===== config.mk =====
export PLATFORM = sky130hd
export DESIGN_NAME = register_sequencer
export DESIGN_NICKNAME = d
export VERILOG_FILES = /design/src/rtl/register_sequencer.sv
export SDC_FILE = /design/constraint.sdc
export NUM_CORES = 1
export LEC_CHECK = 0
export BUFFER_PORTS_ARGS = -buffer_cell sky130_fd_sc_hd__buf_2
export CAP_MARGIN = 20
export CORE_ASPECT_RATIO = 0.6
export CORE_MARGIN = 2
export CORE_UTILIZATION = 55
export CTS_CLUSTER_DIAMETER = 150
export DETAILED_ROUTE_END_ITERATION = 10
export PLACE_DENSITY = 0.84
export SYNTH_ARGS = -nofsm -noshare
export SYNTH_HDL_FRONTEND = slang
export SYNTH_SLANG_ARGS = --single-unit

===== constraint.sdc =====
create_clock -name clock -period 3.65 [get_ports clock]
set_input_delay 0.1825 -clock clock [delete_from_list [all_inputs] [get_ports clock]]
set_output_delay 0.1825 -clock clock [all_outputs]
set_load 0.005 [all_outputs]

===== src/rtl/register_sequencer.sv =====
// ---------------------------------------------------------------------------
// register_sequencer
//
// Command front-end for the 16 x 8-bit register unit. Accepts one command at
// a time (WRITE, READ, COPY, INC) over a valid/ready handshake, drives the
// register unit's load/addr/data_in pins, captures its registered data_out
// one clock after the address is presented, and returns READ/INC results on
// a valid/ready response port.
//
// Ports:
//   clock      system clock, all state updates on the rising edge
//   reset      synchronous, active-high reset
//   cmd_valid  command present
//   cmd_ready  command accepted this cycle when high with cmd_valid (IDLE only)
//   cmd_op     00 WRITE, 01 READ, 10 COPY, 11 INC
//   cmd_addr   target register (WRITE/READ/INC) or COPY source
//   cmd_addr2  COPY destination
//   cmd_data   WRITE data
//   rsp_valid  response data valid
//   rsp_ready  consumer accepts response
//   rsp_data   READ value or INC result; holds its last value otherwise
//   rf_load    register unit load strobe
//   rf_addr    register unit address
//   rf_wdata   register unit write data
//   rf_rdata   register unit read data, reflects rf_addr of the previous cycle
// ---------------------------------------------------------------------------
module register_sequencer #(
    parameter int register_size = 8,
    parameter int addr_size     = 4
) (
    input  logic                     clock,
    input  logic                     reset,
    input  logic                     cmd_valid,
    output logic                     cmd_ready,
    input  logic [1:0]               cmd_op,
    input  logic [addr_size-1:0]     cmd_addr,
    input  logic [addr_size-1:0]     cmd_addr2,
    input  logic [register_size-1:0] cmd_data,
    output logic                     rsp_valid,
    input  logic                     rsp_ready,
    output logic [register_size-1:0] rsp_data,
    output logic                     rf_load,
    output logic [addr_size-1:0]     rf_addr,
    output logic [register_size-1:0] rf_wdata,
    input  logic [register_size-1:0] rf_rdata
);

    typedef enum logic [1:0] {
        OP_WRITE = 2'b00,
        OP_READ  = 2'b01,
        OP_COPY  = 2'b10,
        OP_INC   = 2'b11
    } op_e;

    typedef enum logic [2:0] {
        S_IDLE,
        S_RD,
        S_CAP,
        S_WR,
        S_RSP
    } state_e;

    state_e                   state;
    state_e                   state_next;
    op_e                      op;
    logic [addr_size-1:0]     addr;
    logic [addr_size-1:0]     addr2;
    logic [register_size-1:0] data;
    logic [register_size-1:0] tmp;

    // State register.
    // NOTE: sequential state uses non-blocking assignments so every flop
    // samples pre-edge values regardless of block ordering.
    always_ff @(posedge clock) begin
        if (reset) begin
            state <= S_IDLE;
        end else begin
            state <= state_next;
        end
    end

    // Next-state logic.
    // NOTE: the default assignment up front keeps this block purely
    // combinational; a missing branch would otherwise infer a latch.
    always_comb begin
        state_next = state;
        unique case (state)
            S_IDLE: begin
                if (cmd_valid) begin
                    state_next = (op_e'(cmd_op) == OP_WRITE) ? S_WR : S_RD;
                end
            end
            S_RD:  state_next = S_CAP;
            S_CAP: state_next = (op == OP_READ) ? S_RSP : S_WR;
            S_WR:  state_next = (op == OP_INC) ? S_RSP : S_IDLE;
            S_RSP: begin
                if (rsp_ready) begin
                    state_next = S_IDLE;
                end
            end
            default: state_next = S_IDLE;
        endcase
    end

    // Output decode: purely from state and the latched command fields.
    always_comb begin
        cmd_ready = 1'b0;
        rsp_valid = 1'b0;
        rf_load   = 1'b0;
        rf_addr   = '0;
        rf_wdata  = '0;
        unique case (state)
            S_IDLE: cmd_ready = 1'b1;
            S_RD:   rf_addr   = addr;
            S_CAP:  rf_addr   = addr;
            S_WR: begin
                rf_load  = 1'b1;
                rf_addr  = (op == OP_COPY) ? addr2 : addr;
                rf_wdata = (op == OP_WRITE) ? data : tmp;
            end
            S_RSP:  rsp_valid = 1'b1;
            default: ;
        endcase
    end

    // Command latches, captured read data and response register. Reset
    // clears everything so an abandoned COPY/INC leaves no stale data.
    always_ff @(posedge clock) begin
        if (reset) begin
            op       <= OP_WRITE;
            addr     <= '0;
            addr2    <= '0;
            data     <= '0;
            tmp      <= '0;
            rsp_data <= '0;
        end else begin
            unique case (state)
                S_IDLE: begin
                    if (cmd_valid) begin
                        op    <= op_e'(cmd_op);
                        addr  <= cmd_addr;
                        addr2 <= cmd_addr2;
                        data  <= cmd_data;
                    end
                end
                S_CAP: begin
                    unique case (op)
                        OP_READ: rsp_data <= rf_rdata;
                        OP_COPY: tmp      <= rf_rdata;
                        // Wraps modulo 2**register_size.
                        OP_INC:  tmp      <= register_size'(rf_rdata + 1'b1);
                        default: ;
                    endcase
                end
                S_WR: begin
                    if (op == OP_INC) begin
                        rsp_data <= tmp;
                    end
                end
                default: ;
            endcase
        end
    end

endmodule


==> results.py <==
metrics = {
    "run_status": {
        "result_of_the_run": "finished, final reports clean",
    },
    "sta": {
        "worst_clock_skew_ns": 0.003668,
        "final_max_slew_viol_count": 0,
        "maxClockFrequency_ghz": 0.4403,
        "relSlewSlack_pct": 42.33,
        "rsz0062_at_grt": "false",
        "hold-worst-slack_ns": 0.1258,
        "fin_tns_setup_ns": 0,
        "total_count_of_hold_check_failures_in_the_final_report": 0,
        "timing.final.ws_setup_ns": 1.379,
        "worst-slew-pin-transition_ns": 0.8614,
        "setup_violations": 0,
        "layout_min_cycle_time_ns": 2.271,
        "min_period_over_period_pct": 62.22,
    },
    "route": {
        "detailroute.via_count": 1737,
        "wirelength_um": 4199,
        "antenna_violating_nets_post_route": 0,
        "post_drt_wl_per_cell_um": 13.33,
        "via_to_cell_ratio": 5.514,
        "detail_route.iter0.violations": 113,
        "drcViolationCount": 0,
        "drt_pre_antenna_iters": 4,
    },
    "critical_path": {
        "worst_path_max_fanout": 17,
        "setup.worst_path.class": "reg -> out",
        "required_time_at_the_endpoint_of_the_critical_path_ns": 3.47,
        "worst_setup_start_kind": "flip-flop",
        "cp-end-kind": "output pin",
        "critPathArrivalTime_ns": 2.09,
    },
    "die": {
        "row_count": 16,
        "die_h_um": 49.11,
        "count_of_pins_on_the_block_boundary": 53,
        "die-width_um": 79.19,
        "floorplan.initialDensity_pct": 57.52,
        "core_area_um2": 3243,
        "dieArea_um2": 3889,
    },
    "final_layout": {
        "syn2layout_area_growth_pct": 15.43,
        "n_antenna_cell": 0,
        "layout.core_utilization_pct": 66.40,
        "fillers": 305,
        "layout.cells.most_common": "sky130_fd_sc_hd__buf_2",
        "most-common-layout-cells": "sky130_fd_sc_hd__buf_2 (52), sky130_fd_sc_hd__nand2_1 (47), sky130_fd_sc_hd__dfxtp_1 (37)",
        "fin_nets": 301,
        "multi_input_comb_area_um2": 994.7,
        "layout.area.seq_um2": 740.7,
        "drive_above_1_share_pct": 23.33,
    },
    "placement": {
        "pre_cts_slack_ns": 1.725,
        "gp_congestion": 0.8288,
        "dp.final_hpwl_um": 2981,
        "place.port_buffers": 52,
    },
    "grt": {
        "grt_pass1_wl_um": 7017,
        "gr-usage-all-layers_pct": 23.32,
        "number_of_global_route_vias_before_repair": 1539,
        "grt_remaining_overflow": 0,
        "grt_start_max_net_pins": 37,
        "antenna_violations_before_repair": 0,
    },
    "clocking": {
        "total_setup_buffers_inserted_after_cts": 0,
        "cts.repair.resized": 0,
        "cts.root.buffer_cell": "sky130_fd_sc_hd__clkbuf_8",
        "clock_sinks": 37,
        "clock_tree_from_tritoncts": "built",
        "cts-htree-levels": 2,
        "cts.reportedPaths.clkPinSlew_ns": 0.07,
        "insertion_delay_ns": 0.29,
        "cts_hold_repair.buffers": 0,
        "number_of_cts_inserted_buffers": 5,
        "max-clock-path-buffers": 2,
    },
    "pwr": {
        "leakagePower_nw": 0.9037,
        "power.density_nw_per_um2": 422.5,
        "max-vdd-ir-drop_v": 0.0002159,
    },
    "synth": {
        "synth.avg_cell_area_um2": 8.146,
        "netlist_top_cells_area": "sky130_fd_sc_hd__dfxtp_1 (40%), sky130_fd_sc_hd__nand2_1 (9.5%), sky130_fd_sc_hd__a21oi_1 (9.4%)",
        "yosysWarningCount": 0,
        "synth.top_cell.area_share_pct": 39.70,
        "ys_dominant_reg_cell": "sky130_fd_sc_hd__dfxtp_1",
        "ys_ff_latch": 37,
        "postSynth.asyncResetShare_pct": 0,
        "netlist_instances": 229,
        "syn-cell-area_um2": 1866,
        "synth-edff-count": 0,
        "synth.lib_cells_used.distinct": 40,
        "synth_area_leader_cell": "sky130_fd_sc_hd__dfxtp_1",
        "synth_seq_area_share_pct": 39.70,
        "syn_nets": 260,
    },
    "worst_hold_path": {
        "type_of_the_tightest_min_delay_check": "in -> reg",
    },
    "run": {
        "maxCapViolCount": 0,
    },
}
==> path summary, 6_finish.rpt <==
path | slack [ns] | from | endpoint | cells after the start
min reg2reg | 0.46 | addr[3] | addr[3] | 2
max | 1.38 | state[0] | rf_wdata[5] | 3
min | 0.13 | cmd_data[1] | data[1] | 3
max reg2reg | 1.70 | op[1] | rsp_data[6] | 3
==> registers in the layout, indices dropped and copies added, names as in the netlist <==
name      count
tmp           8
data          8
addr          4
op            2
rsp_data      8
addr2         4
state         3
==> cells in the mapped netlist (2+ instances only) <==
master	n
sky130_fd_sc_hd__inv_1	4
sky130_fd_sc_hd__nand2_2	2
sky130_fd_sc_hd__clkbuf_1	6
sky130_fd_sc_hd__buf_2	5
sky130_fd_sc_hd__a311oi_1	5
sky130_fd_sc_hd__nand3_1	4
sky130_fd_sc_hd__a211oi_1	11
sky130_fd_sc_hd__a21oi_1	35
sky130_fd_sc_hd__nand4_1	2
sky130_fd_sc_hd__buf_4	4
sky130_fd_sc_hd__a31oi_1	2
sky130_fd_sc_hd__mux2i_1	9
sky130_fd_sc_hd__a22o_1	4
sky130_fd_sc_hd__dfxtp_1	37
sky130_fd_sc_hd__nor2_1	11
sky130_fd_sc_hd__o21ai_0	11
sky130_fd_sc_hd__buf_6	2
sky130_fd_sc_hd__or4_1	2
sky130_fd_sc_hd__or3_1	4
sky130_fd_sc_hd__xnor2_1	2
sky130_fd_sc_hd__nand3b_1	2
sky130_fd_sc_hd__nand2_1	47
==> power breakdown <==
| part | total, mW | internal (mW) | switching, mW |
|---|---|---|---|
| Combinational | 0.160 | 0.0663 | 0.0936 |
| Sequential | 0.463 | 0.431 | 0.0316 |
| Clock | 0.287 | 0.150 | 0.137 |
==> worst max-delay path, cell delays in order (launching register included) <==
cell and delay (ns):
sky130_fd_sc_hd__dfxtp_1 0.56, sky130_fd_sc_hd__nand3b_1 0.66, sky130_fd_sc_hd__a21oi_1 0.41, sky130_fd_sc_hd__buf_2 0.17
==> cell families after synthesis <==
group / synth area share (%)
and+or+nand+nor: 23.14
xor gates and xnor gates: 1.409
DFF: 39.70
muxes: 4.829
buffers and inverters: 6.974
AOI/OAI and AO/OA: 23.27
adders and majority gates: 0.6706
==> final cells by class <==
cell class              instances  area share (%)
well taps                      45           2.615
clock buffers                   7           4.009
flip-flops and latches         37           34.40
multi-input cells             170           46.19
inverters                       4          0.6973
repair buffers                 52           12.09
==> routing by layer <==
layer	vias to the layer above	track usage, %	wire length, µm
met5	-	0	0
met4	0	9.195	68
met3	10	6.111	200
met2	39	34.18	1869
met1	795	32.79	2060
li1	893	-	-
==> stage by stage <==
| stage | power, mW | area [µm²] | cells |
|---|---|---|---|
| detailed placement | 0.6321 | 2067 | 308 |
| finish | 0.9098 | 2153 | 315 |
| global placement | 0.6268 | 2067 | 308 |
| global route | 0.9581 | 2153 | 315 |
| floorplan | 0.5959 | 1866 | 229 |
| CTS | 0.9128 | 2153 | 315 |
(Power assumes the default switching activity.)
